File: config.mk
export PLATFORM = sky130hd
export DESIGN_NAME = decode_pipe_stage
export DESIGN_NICKNAME = d
export VERILOG_FILES = /design/src/rtl/decode_pipe_stage_pkg.sv /design/src/rtl/decode_pipe_stage_regfile.sv /design/src/rtl/decode_pipe_stage.sv
export SDC_FILE = /design/constraint.sdc
export NUM_CORES = 2
export LEC_CHECK = 0
export ABC_AREA = 1
export CELL_PAD_IN_SITES_DETAIL_PLACEMENT = 0
export CELL_PAD_IN_SITES_GLOBAL_PLACEMENT = 2
export CORE_MARGIN = 8
export CORE_UTILIZATION = 38
export DETAILED_ROUTE_END_ITERATION = 8
export PLACE_DENSITY = 0.94
export SYNTH_ARGS = -nofsm -noshare
export SYNTH_HDL_FRONTEND = slang
export SYNTH_SLANG_ARGS = --single-unit
File: constraint.sdc
create_clock -name dp_clk -period 7.5 [get_ports dp_clk]
set_input_delay 1.5 -clock dp_clk [delete_from_list [all_inputs] [get_ports dp_clk]]
set_output_delay 1.5 -clock dp_clk [all_outputs]
set_load 0.03 [all_outputs]
File: src/rtl/decode_pipe_stage_pkg.sv
// Shared MIPS decode constants and the control-decode helper for decode_pipe_stage.
// DS_WB_BYPASS_EN (optional) is handled in the regfile and top, not here.
package decode_pipe_stage_pkg;

  localparam int IWIDTH       = 32;
  localparam int OPCODE_WIDTH = 6;
  localparam int FUNCT_WIDTH  = 6;
  localparam int IMM_WIDTH    = 16;
  localparam int JUMP_WIDTH   = 26;

  localparam logic [OPCODE_WIDTH-1:0] OP_RTYPE = 6'd0;
  localparam logic [OPCODE_WIDTH-1:0] OP_J     = 6'd2;
  localparam logic [OPCODE_WIDTH-1:0] OP_JAL   = 6'd3;
  localparam logic [OPCODE_WIDTH-1:0] OP_BEQ   = 6'd4;
  localparam logic [OPCODE_WIDTH-1:0] OP_BNE   = 6'd5;
  localparam logic [OPCODE_WIDTH-1:0] OP_ADDI  = 6'd8;
  localparam logic [OPCODE_WIDTH-1:0] OP_ANDI  = 6'd12;
  localparam logic [OPCODE_WIDTH-1:0] OP_ORI   = 6'd13;
  localparam logic [OPCODE_WIDTH-1:0] OP_LW    = 6'd35;
  localparam logic [OPCODE_WIDTH-1:0] OP_SW    = 6'd43;
  localparam logic [FUNCT_WIDTH-1:0]  FN_JR    = 6'd8;

  typedef struct packed {
    logic reg_wr;
    logic memwrite;
    logic memtoreg;
    logic alu_src;
    logic use_rt;
    logic is_rtype;
    logic is_beq;
    logic is_bne;
    logic is_jump;
    logic is_jal;
    logic is_jr;
    logic zero_ext;
  } ctrl_t;

  // Unknown opcodes fall through with every control bit clear.
  function automatic ctrl_t decode_ctrl(input logic [OPCODE_WIDTH-1:0] op,
                                        input logic [FUNCT_WIDTH-1:0] fn);
    ctrl_t c;
    c = '0;
    case (op)
      OP_RTYPE: begin
        c.is_rtype = 1'b1;
        c.use_rt   = 1'b1;
        if (fn == FN_JR) c.is_jr = 1'b1;
        else             c.reg_wr = 1'b1;
      end
      OP_J:   c.is_jump = 1'b1;
      OP_JAL: begin
        c.is_jump = 1'b1;
        c.is_jal  = 1'b1;
        c.reg_wr  = 1'b1;
      end
      OP_BEQ: begin
        c.is_beq = 1'b1;
        c.use_rt = 1'b1;
      end
      OP_BNE: begin
        c.is_bne = 1'b1;
        c.use_rt = 1'b1;
      end
      OP_ADDI: begin
        c.reg_wr  = 1'b1;
        c.alu_src = 1'b1;
      end
      OP_ANDI, OP_ORI: begin
        c.reg_wr   = 1'b1;
        c.alu_src  = 1'b1;
        c.zero_ext = 1'b1;
      end
      OP_LW: begin
        c.reg_wr   = 1'b1;
        c.alu_src  = 1'b1;
        c.memtoreg = 1'b1;
      end
      OP_SW: begin
        c.memwrite = 1'b1;
        c.alu_src  = 1'b1;
        c.use_rt   = 1'b1;
      end
      default: c = '0;
    endcase
    return c;
  endfunction

endpackage

File: src/rtl/decode_pipe_stage_regfile.sv
// Register file for decode_pipe_stage: NREGS x DWIDTH, 2 read / 1 write, r0 hardwired to zero.
// With DS_WB_BYPASS_EN defined, a same-cycle write is forwarded to the read ports.
module dp_regfile #(
  parameter int DWIDTH = 32,
  parameter int NREGS  = 32,
  parameter int AWIDTH = $clog2(NREGS)
) (
  input  logic              clk,
  input  logic              rst_n,
  input  logic [AWIDTH-1:0] i_raddr_a,
  input  logic [AWIDTH-1:0] i_raddr_b,
  output logic [DWIDTH-1:0] o_rdata_a,
  output logic [DWIDTH-1:0] o_rdata_b,
  input  logic              i_we,
  input  logic [AWIDTH-1:0] i_waddr,
  input  logic [DWIDTH-1:0] i_wdata
);

  logic [DWIDTH-1:0] r_mem [NREGS];

  always_ff @(posedge clk or negedge rst_n) begin
    if (!rst_n) begin
      for (int i = 0; i < NREGS; i++) r_mem[i] <= '0;
    end else if (i_we && (i_waddr != '0)) begin
      r_mem[i_waddr] <= i_wdata;
    end
  end

  always_comb begin
    o_rdata_a = (i_raddr_a == '0) ? '0 : r_mem[i_raddr_a];
    o_rdata_b = (i_raddr_b == '0) ? '0 : r_mem[i_raddr_b];
`ifdef DS_WB_BYPASS_EN
    if (i_we && (i_waddr != '0) && (i_raddr_a == i_waddr)) o_rdata_a = i_wdata;
    if (i_we && (i_waddr != '0) && (i_raddr_b == i_waddr)) o_rdata_b = i_wdata;
`endif
  end

endmodule

File: src/rtl/decode_pipe_stage.sv
// MIPS decode stage: regfile read, early branch/jump resolution, hazard stall and ID/EX register.
// Optional macro DS_WB_BYPASS_EN: write-through regfile instead of stalling on a WB-stage match.
module decode_pipe_stage
  import decode_pipe_stage_pkg::*;
#(
  parameter int DWIDTH   = 32,
  parameter int PC_WIDTH = 32,
  parameter int NREGS    = 32,
  parameter int AWIDTH   = $clog2(NREGS)
) (
  input  logic                dp_clk,
  input  logic                dp_rst,
  input  logic                dp_i_valid,
  input  logic [IWIDTH-1:0]   dp_i_instr,
  input  logic [PC_WIDTH-1:0] dp_i_pc,
  input  logic                dp_i_wb_en,
  input  logic [AWIDTH-1:0]   dp_i_wb_addr,
  input  logic [DWIDTH-1:0]   dp_i_wb_data,
  input  logic                dp_i_mem_reg_wr,
  input  logic [AWIDTH-1:0]   dp_i_mem_addr_rd,
  output logic                dp_o_stall,
  output logic                dp_o_flush,
  output logic                dp_o_change_pc,
  output logic [PC_WIDTH-1:0] dp_o_pc_target,
  output logic                dp_o_valid,
  output logic [OPCODE_WIDTH-1:0] dp_o_opcode,
  output logic [FUNCT_WIDTH-1:0]  dp_o_funct,
  output logic [DWIDTH-1:0]   dp_o_data_rs,
  output logic [DWIDTH-1:0]   dp_o_data_rt,
  output logic [AWIDTH-1:0]   dp_o_addr_rs,
  output logic [AWIDTH-1:0]   dp_o_addr_rt,
  output logic [AWIDTH-1:0]   dp_o_addr_wr,
  output logic [DWIDTH-1:0]   dp_o_imm_ext,
  output logic                dp_o_alu_src,
  output logic                dp_o_reg_wr,
  output logic                dp_o_memwrite,
  output logic                dp_o_memtoreg,
  output logic [PC_WIDTH-1:0] dp_o_link_pc
);

  // Handshake: dp_i_valid qualifies IF/ID; while dp_o_stall=1 fetch holds PC and IF/ID so the
  // same instruction is re-presented. dp_o_valid qualifies ID/EX; execute never back-pressures.

  logic [OPCODE_WIDTH-1:0] w_opcode;
  logic [FUNCT_WIDTH-1:0]  w_funct;
  logic [AWIDTH-1:0]       w_rs, w_rt, w_rd, w_addr_wr;
  logic [IMM_WIDTH-1:0]    w_imm;
  logic [JUMP_WIDTH-1:0]   w_jidx;
  ctrl_t                   w_ctrl;
  logic [DWIDTH-1:0]       w_rs_data, w_rt_data, w_imm_ext;
  logic [PC_WIDTH-1:0]     w_pc_plus4, w_br_target, w_j_target, w_target;
  logic                    w_load_use, w_br_hazard, w_wb_hazard, w_hazard, w_accept, w_take;

  assign w_opcode = dp_i_instr[31:26];
  assign w_funct  = dp_i_instr[5:0];
  assign w_rs     = AWIDTH'(dp_i_instr[25:21]);
  assign w_rt     = AWIDTH'(dp_i_instr[20:16]);
  assign w_rd     = AWIDTH'(dp_i_instr[15:11]);
  assign w_imm    = dp_i_instr[15:0];
  assign w_jidx   = dp_i_instr[25:0];
  assign w_ctrl   = decode_ctrl(w_opcode, w_funct);

  dp_regfile #(.DWIDTH(DWIDTH), .NREGS(NREGS), .AWIDTH(AWIDTH)) u_regfile (
    .clk      (dp_clk),
    .rst_n    (dp_rst),
    .i_raddr_a(w_rs),
    .i_raddr_b(w_rt),
    .o_rdata_a(w_rs_data),
    .o_rdata_b(w_rt_data),
    .i_we     (dp_i_wb_en),
    .i_waddr  (dp_i_wb_addr),
    .i_wdata  (dp_i_wb_data)
  );

  assign w_addr_wr = w_ctrl.is_jal   ? AWIDTH'(5'd31) :
                     w_ctrl.is_rtype ? w_rd : w_rt;
  assign w_imm_ext = w_ctrl.zero_ext ? {{(DWIDTH-IMM_WIDTH){1'b0}}, w_imm}
                                     : {{(DWIDTH-IMM_WIDTH){w_imm[IMM_WIDTH-1]}}, w_imm};

  assign w_pc_plus4  = dp_i_pc + PC_WIDTH'(4);
  assign w_br_target = w_pc_plus4 + {{(PC_WIDTH-IMM_WIDTH-2){w_imm[IMM_WIDTH-1]}}, w_imm, 2'b00};
  assign w_j_target  = {w_pc_plus4[PC_WIDTH-1:28], w_jidx, 2'b00};

  // Register 0 never creates a dependency.
  function automatic logic src_match(input logic [AWIDTH-1:0] a, input logic [AWIDTH-1:0] rs,
                                     input logic [AWIDTH-1:0] rt, input logic use_rt);
    return (a != '0) && ((a == rs) || (use_rt && (a == rt)));
  endfunction

  assign w_load_use  = dp_o_valid && dp_o_memtoreg &&
                       src_match(dp_o_addr_wr, w_rs, w_rt, w_ctrl.use_rt);
  assign w_br_hazard = (w_ctrl.is_beq || w_ctrl.is_bne || w_ctrl.is_jr) &&
                       ((dp_o_valid && dp_o_reg_wr &&
                         src_match(dp_o_addr_wr, w_rs, w_rt, w_ctrl.use_rt)) ||
                        (dp_i_mem_reg_wr &&
                         src_match(dp_i_mem_addr_rd, w_rs, w_rt, w_ctrl.use_rt)));
`ifdef DS_WB_BYPASS_EN
  assign w_wb_hazard = 1'b0;
`else
  assign w_wb_hazard = dp_i_wb_en && src_match(dp_i_wb_addr, w_rs, w_rt, w_ctrl.use_rt);
`endif

  assign w_hazard   = w_load_use || w_br_hazard || w_wb_hazard;
  assign dp_o_stall = dp_i_valid && w_hazard;
  assign w_accept   = dp_i_valid && !w_hazard;

  always_comb begin
    w_take   = 1'b0;
    w_target = '0;
    if (w_accept) begin
      if (w_ctrl.is_beq && (w_rs_data == w_rt_data)) begin
        w_take   = 1'b1;
        w_target = w_br_target;
      end else if (w_ctrl.is_bne && (w_rs_data != w_rt_data)) begin
        w_take   = 1'b1;
        w_target = w_br_target;
      end else if (w_ctrl.is_jump) begin
        w_take   = 1'b1;
        w_target = w_j_target;
      end else if (w_ctrl.is_jr) begin
        w_take   = 1'b1;
        w_target = PC_WIDTH'(w_rs_data);
      end
    end
  end

  assign dp_o_change_pc = w_take;
  assign dp_o_flush     = w_take;
  assign dp_o_pc_target = w_target;

  // ID/EX register; a stalled or invalid slot becomes a bubble with all write controls clear.
  logic                    r_valid, r_alu_src, r_reg_wr, r_memwrite, r_memtoreg;
  logic [OPCODE_WIDTH-1:0] r_opcode;
  logic [FUNCT_WIDTH-1:0]  r_funct;
  logic [DWIDTH-1:0]       r_data_rs, r_data_rt, r_imm_ext;
  logic [AWIDTH-1:0]       r_addr_rs, r_addr_rt, r_addr_wr;
  logic [PC_WIDTH-1:0]     r_link_pc;

  always_ff @(posedge dp_clk or negedge dp_rst) begin
    if (!dp_rst) begin
      r_valid    <= 1'b0;
      r_alu_src  <= 1'b0;
      r_reg_wr   <= 1'b0;
      r_memwrite <= 1'b0;
      r_memtoreg <= 1'b0;
      r_opcode   <= '0;
      r_funct    <= '0;
      r_data_rs  <= '0;
      r_data_rt  <= '0;
      r_imm_ext  <= '0;
      r_addr_rs  <= '0;
      r_addr_rt  <= '0;
      r_addr_wr  <= '0;
      r_link_pc  <= '0;
    end else begin
      r_valid    <= w_accept;
      r_alu_src  <= w_accept && w_ctrl.alu_src;
      r_reg_wr   <= w_accept && w_ctrl.reg_wr;
      r_memwrite <= w_accept && w_ctrl.memwrite;
      r_memtoreg <= w_accept && w_ctrl.memtoreg;
      r_addr_wr  <= w_accept ? w_addr_wr : '0;
      r_opcode   <= w_opcode;
      r_funct    <= w_funct;
      r_data_rs  <= w_rs_data;
      r_data_rt  <= w_rt_data;
      r_imm_ext  <= w_imm_ext;
      r_addr_rs  <= w_rs;
      r_addr_rt  <= w_rt;
      r_link_pc  <= w_pc_plus4;
    end
  end

  assign dp_o_valid    = r_valid;
  assign dp_o_opcode   = r_opcode;
  assign dp_o_funct    = r_funct;
  assign dp_o_data_rs  = r_data_rs;
  assign dp_o_data_rt  = r_data_rt;
  assign dp_o_addr_rs  = r_addr_rs;
  assign dp_o_addr_rt  = r_addr_rt;
  assign dp_o_addr_wr  = r_addr_wr;
  assign dp_o_imm_ext  = r_imm_ext;
  assign dp_o_alu_src  = r_alu_src;
  assign dp_o_reg_wr   = r_reg_wr;
  assign dp_o_memwrite = r_memwrite;
  assign dp_o_memtoreg = r_memtoreg;
  assign dp_o_link_pc  = r_link_pc;

endmodule

=== Yosys cells after proc, flatten, opt, wreduce, memory -nomap -nowiden ===
Cells that the tools add are included.
Widths: inputs -> output; s select.

* Register bits: 1,184
* Input bits: 111
* Output and inout port bits: 195
* Word-level logic and storage cells: 155

* Add/sub/neg operators: 2
* Order comparisons: 4
* Equal/unequal tests: 18
* Muxes and demuxes: 39
* Bitwise operators: 3
* Reduce and logical (&&, ||, !) cells: 43

{| class="wikitable"
|+ Operators by type and width
! cell !! count
|-
| $bwmux 1024 || 1
|-
| $mux 32 || 13
|-
| $bmux 32 s5 || 2
|-
| $demux 32 s5 || 1
|-
| $add 32x3->32 const B || 1
|-
| $add 32x32->32 || 1
|-
| $eq 32x32->1 || 1
|-
| $ne 32x32->1 || 1
|-
| $eq 5x5->1 || 6
|-
| $eq 6x4->1 const B || 4
|-
| $logic_and 1x1->1 || 23
|-
| $ge 6x6->1 const B || 3
|-
| $mux 1 || 18
|-
| $not 5->6 || 3
|-
| $mux 5 || 3
|-
| $reduce_bool 5->1 || 3
|-
| $eq 6x2->1 const B || 2
|-
| $eq 6x3->1 const B || 2
|-
| $eq 6x6->1 const B || 2
|-
| $logic_not 5->1 || 2
|-
| $reduce_or 5->1 || 2
|-
| $logic_or 1x1->1 || 8
|-
| $logic_not 6->1 || 1
|-
| $lt 6x1->1 const B || 1
|-
| other kinds (4) || 5
|}

=== Logic depth before layout (Yosys ltp) ===
* Depth after elaboration: 14
* Gate-level depth with buffers: 28
* Mapped depth without buffers: 24

=== Hierarchy ===
A second synthesis with hierarchy kept.

* Cell total of the unflattened synthesis: 9,744
* Area total of the unflattened synthesis: 67,518.5 µm²

{| class="wikitable"
|+ Modules (own cells, without submodules)
! module !! instances !! cells an instance !! area an instance (µm²)
|-
| dp_regfile || 1 || 8,370 || 58,004.4
|-
| decode_pipe_stage || 1 || 1,374 || 9,514.1
|}

=== Worst setup path before layout ===
OpenSTA, ideal clock, no wires.

* Path type: input to output
* From: in dp_i_pc[2]
* To: out dp_o_pc_target[31]
* Data arrival time: 4.909 ns
* Required time: 6.000 ns
* Setup slack: 1.091 ns
* Stages on the path: 21
* Buffers on the path: 0
* Cells stage by stage: ha_1 > nand3_1 > nor2_1 > inv_1 > nor3_1 > nand3b_1 > nor4_1 > xor2_1 > inv_1 > ha_1 > nand2_1 > nor4_1 > nand2_1 > o211ai_1 > nand2_1 > o211ai_1 > nand3_1 > nand2_1 > xor2_1 > nand3_1 > a21oi_1

* Word-level cells in the longest chain between the ends: 5
* Elaborated cells between the ends (all ways): 6
* Those cells by class: add/sub (2); mux (4)

{| class="wikitable"
|+ RTL lines
! item !! RTL line !! text
|-
| start: declaration || decode_pipe_stage.sv:15 || <nowiki>input logic [PC_WIDTH-1:0] dp_i_pc,</nowiki>
|-
| $add 32x3->32 * || decode_pipe_stage.sv:80 || <nowiki>assign w_pc_plus4 = dp_i_pc + PC_WIDTH'(4);</nowiki>
|-
| net w_pc_plus4[22] || decode_pipe_stage.sv:51 || <nowiki>logic [PC_WIDTH-1:0] w_pc_plus4, w_br_target, w_j_target, w_target;</nowiki>
|-
| $add 32x32->32 * || decode_pipe_stage.sv:81 || <nowiki>assign w_br_target = w_pc_plus4 + {{(PC_WIDTH-IMM_WIDTH-2){w_imm[IMM_WIDTH-1]}}, w_imm, 2'b00};</nowiki>
|-
| $mux 32 || decode_pipe_stage.sv:114 || <nowiki>end else if (w_ctrl.is_bne && (w_rs_data != w_rt_data)) begin</nowiki>
|-
| $mux 32 * || decode_pipe_stage.sv:111 || <nowiki>if (w_ctrl.is_beq && (w_rs_data == w_rt_data)) begin</nowiki>
|-
| $mux 32 * || decode_pipe_stage.sv:110 || <nowiki>if (w_accept) begin</nowiki>
|-
| end: declaration || decode_pipe_stage.sv:24 || <nowiki>output logic [PC_WIDTH-1:0] dp_o_pc_target,</nowiki>
|}

The timed path passes the listed nets; every way through them passes the cells marked *.

=== Worst setup path after layout ===
* From: in dp_i_instr[21]
* To: out dp_o_pc_target[30]

* Elaborated cells between the ends (all ways): 34
* Those cells by class: eq/ne (5); mux (9); bitwise (1); reduce/logical (19)

{| class="wikitable"
|+ RTL lines
! item !! RTL line !! text
|-
| start: declaration || decode_pipe_stage.sv:14 || <nowiki>input logic [IWIDTH-1:0] dp_i_instr,</nowiki>
|-
| $not 5->6 (implied by the code) || decode_pipe_stage_regfile.sv:30 || <nowiki>o_rdata_a = (i_raddr_a == '0) ? '0 : r_mem[i_raddr_a];</nowiki>
|-
| $bmux 32 s5 || decode_pipe_stage_regfile.sv:30 ||
|-
| $mux 32 (implied by the code) (2 in a row) || decode_pipe_stage_regfile.sv:30 ||
|-
| $mux 32 * || decode_pipe_stage_regfile.sv:30 ||
|-
| net u_regfile.o_rdata_a[27] || decode_pipe_stage_regfile.sv:12 || <nowiki>output logic [DWIDTH-1:0] o_rdata_a,</nowiki>
|-
| $ne 32x32->1 || decode_pipe_stage.sv:114 ||
|-
| $logic_and 1x1->1 || decode_pipe_stage.sv:114 ||
|-
| $mux 32 || decode_pipe_stage.sv:114 ||
|-
| $mux 32 * || decode_pipe_stage.sv:111 ||
|-
| $mux 32 * || decode_pipe_stage.sv:110 ||
|}

The timed path passes the listed nets; every way through them passes the cells marked *. The select of a mux whose other input is x is not followed.

==> flow_metrics.py <==
metrics = {
    "global_routing": {
        "grtUsageTotal_pct": 29.3,
        "grt_use_met1_pct": 40.2,
        "grt_max_degree": 170,
        "gr-total-overflow": 0,
        "grt_use_met2_pct": 45.2,
        "grt_pass1_wl_um": 417000,
        "grt.busiest_layer": "met2",
        "met3_usage_pct": 5.64,
        "grt_pass1_vias": 62000,
        "antenna_found_initial": 8,
    },
    "worst_setup_path": {
        "worstSetupEndpointType": "output pin",
        "crit_slowest_cell": "nor2_1",
        "path_max_fanout": 72,
        "crit_required_ns": 6.00,
        "crit_top_cell": "nand2_1",
        "crit_arrival_ns": 5.77,
        "cp_slowest_stage_delay_ns": 0.39,
        "crit_family": "simple AND/OR/NAND/NOR gates",
        "cp-start-kind": "input port",
        "crit_type": "in -> out",
        "critPathBufInv": 7,
    },
    "synthesis": {
        "synthArstFlopShare_pct": 100,
        "synth-main-ff-cell": "dfrtp_1",
        "synth.distinct_cells": 54,
        "syn_inst": 9368,
        "ys_ff_latch": 1163,
        "synth.net_count": 9515,
        "synth_area_sq_mm": 0.0661,
        "ys_warn_count": 0,
        "synth.yosys.seq_area_share_pct": 44.0,
        "synth_area_per_cell_sq_um": 7.06,
        "synth-edff-count": 0,
    },
    "sta": {
        "drv_slew": 0,
        "setup_violations": 0,
        "hold_viol": 0,
        "fmax_ghz": 0.138,
        "finalCritPeriodShare_pct": 96.9,
        "fin_crit_ns": 7.27,
        "tightest_slew_ns": 1.25,
        "max_slew_margin_pct": 16.5,
        "hold_slack_ns": 0.385,
        "skew_ns": 0.0255,
    },
    "place": {
        "gp_congestion": 0.915,
        "dp.final_hpwl_um": 169000,
        "portBuffers": 305,
    },
    "clocking": {
        "h-tree-depth": 4,
        "cts_tree": "done",
        "clock_sinks": 1163,
        "path_clk_slew_ns": 0.06,
        "root_buffer": "clkbuf_16",
        "clock_latency_ns": 0.80,
        "numCtsBuffers": 135,
        "clock_tree.buffer_depth": 3,
    },
    "floorplan": {
        "die_area_sq_mm": 0.188,
        "dieWidth_um": 433,
        "die_h_um": 433,
        "ios": 306,
        "core_area_sq_mm": 0.173,
        "rows": 153,
        "start_util_pct": 38.1,
    },
    "routing": {
        "num_vias": 66500,
        "drtAntennaViolNets": 0,
        "drc_errors": 0,
        "drt_iter0_markers": 8865,
        "wirelength_um": 285000,
        "drtPass1Iterations": 6,
        "avgRoutedWirePerCell_um": 24.3,
        "viasPerCell": 5.68,
    },
    "outcome": {
        "outcome": "finished, final reports clean",
    },
    "finish": {
        "syn_to_final_growth_pct": 14.4,
        "nNetsFinal": 9423,
        "drive_gt1_share_pct": 6.95,
    },
    "pwr": {
        "pwr_density_cell_mw_per_mm2": 254,
        "total_power_mw": 19.2,
        "p_leak_nw": 35.6,
        "vdd_drop_max_uv": 251,
    },
    "job": {
        "maxCapViolCount": 0,
    },
    "hold_path": {
        "hp-class": "reg -> reg",
    },
}
[sequential cells by signal, summed over array words and instances (netlist names)]
name / flops
u_regfile.r_mem: 1024
dp_o_data_rs: 32
dp_o_data_rt: 32
dp_o_link_pc: 32
dp_o_imm_ext: 17
dp_o_opcode: 6
dp_o_addr_rs: 5
dp_o_addr_rt: 5
dp_o_addr_wr: 5
dp_o_alu_src: 1
dp_o_memtoreg: 1
dp_o_memwrite: 1
dp_o_reg_wr: 1
dp_o_valid: 1
[per-stage QoR]
step	util [%]	setup WS [ns]	area [sq um]	cells	TNS, ns
final	43.6	0.233	75600	11700	0
after global routing	43.6	-0.0546	75600	11700	-0.0546
after CTS	43.6	0.0905	75500	11700	0
after detailed placement	40.9	0.0481	71000	11500	0
after global placement	40.9	-0.165	71000	11500	-0.474
after floorplan	-	1.09	66100	9368	0
[power breakdown]
| group | leakage (nW) | internal (mW) | switching, mW | total (mW) |
|---|---|---|---|---|
| clock network | 2.28 | 4.08 | 2.84 | 6.92 |
| logic | 18.5 | 1.47 | 2.65 | 4.12 |
| registers | 14.8 | 7.38 | 0.795 | 8.18 |
| total | 35.6 | 12.9 | 6.29 | 19.2 |
[cells in the final DEF, fill, tap and decap left out, drive strengths merged, types with 29 or more instances in the layout]
| master | count |
|---|---|
| o21ai | 1046 |
| ha | 35 |
| nand3 | 1512 |
| dfrtp | 1163 |
| clkbuf | 205 |
| nand2 | 3503 |
| clkdlybuf4s50 | 259 |
| xor2 | 42 |
| o211ai | 67 |
| clkinv | 29 |
| buf | 303 |
| inv | 405 |
| a21oi | 233 |
| nor2 | 426 |
[cell type report]
type / count / area, sq um
fill: 17700 / 97800
multi-input combinational: 7008 / 31600
sequential: 1163 / 29100
timing repair buffer: 564 / 5910
clock buffer: 205 / 4130
tap: 2325 / 2910
inverter: 404 / 1580
clock inverter: 38 / 447
antenna: 3 / 7.51
[timing repair]
action	in CTS	in global routing
pin swaps	0	9
hold endpoints to repair	0	0
gates resized for setup	1	17
setup buffers	0	3
hold buffers	0	0
setup endpoints to repair	3	9
[per-layer routing]
metal | part of all wire (%) | vias to the layer above
li1 | - | 30200
met5 | 0.013 | -
met1 | 42 | 31900
met4 | 4.7 | 6
met3 | 9.9 | 696
met2 | 44 | 3680
[kinds of logic after synthesis]
group	after synthesis	share of synthesized area [%]
buf+inv	1197	8.70
flops	1163	44.0
compound gates	1411	11.3
xor+xnor	60	0.795
fa+ha+maj	36	0.693
simple gates	5501	34.5
[path summary, 6_finish.rpt]
check / start / to / slack (ns) / depth (start not counted)
max: dp_i_instr[21] / dp_o_pc_target[30] / 0.23 / 26
min: u_regfile.r_mem[997] / u_regfile.r_mem[997] / 0.39 / 0
max reg2reg: dp_o_addr_wr[2] / dp_o_alu_src / 5.29 / 11
min reg2reg: u_regfile.r_mem[997] / u_regfile.r_mem[997] / 0.39 / 0
max in group asynchronous: dp_rst / u_regfile.r_mem[345] / 5.22 / 2
min in group asynchronous: dp_rst / u_regfile.r_mem[39] / 0.68 / 1
[cell usage after synthesis, types with 2 or more instances]
library cell / instances / share of area [%]
nand2_1: 3502 / 20
nand3_1: 1492 / 11
dfrtp_1: 1163 / 44
o21ai_0: 1023 / 7.7
nor2_1: 404 / 2.3
inv_1: 390 / 2.2
clkbuf_1: 362 / 2.1
a21oi_1: 208 / 1.6
buf_2: 203 / 1.5
buf_4: 113 / 1.3
buf_6: 66 / 1.1
o211ai_1: 66 / 0.75
buf_1: 44 / 0.25
xor2_1: 42 / 0.56
ha_1: 35 / 0.66
o22ai_1: 28 / 0.26
a21oi_2: 25 / 0.33
nor3_1: 24 / 0.18
o21ai_1: 23 / 0.17
nor2_2: 22 / 0.21
nand3_2: 20 / 0.30
xnor2_1: 18 / 0.24
nand4_1: 16 / 0.15
a22oi_1: 9 / 0.10
a31oi_1: 9 / 0.085
inv_2: 9 / 0.051
nor4_1: 9 / 0.085
o21a_1: 4 / 0.045
buf_12: 3 / 0.091
clkinv_1: 3 / 0.017
o41ai_1: 3 / 0.040
a22o_1: 2 / 0.026
and2_0: 2 / 0.019
and2_1: 2 / 0.019
buf_8: 2 / 0.045
nand3b_1: 2 / 0.023
nor2b_1: 2 / 0.019
or2_2: 2 / 0.019
Power figures use the tool's default switching activity.
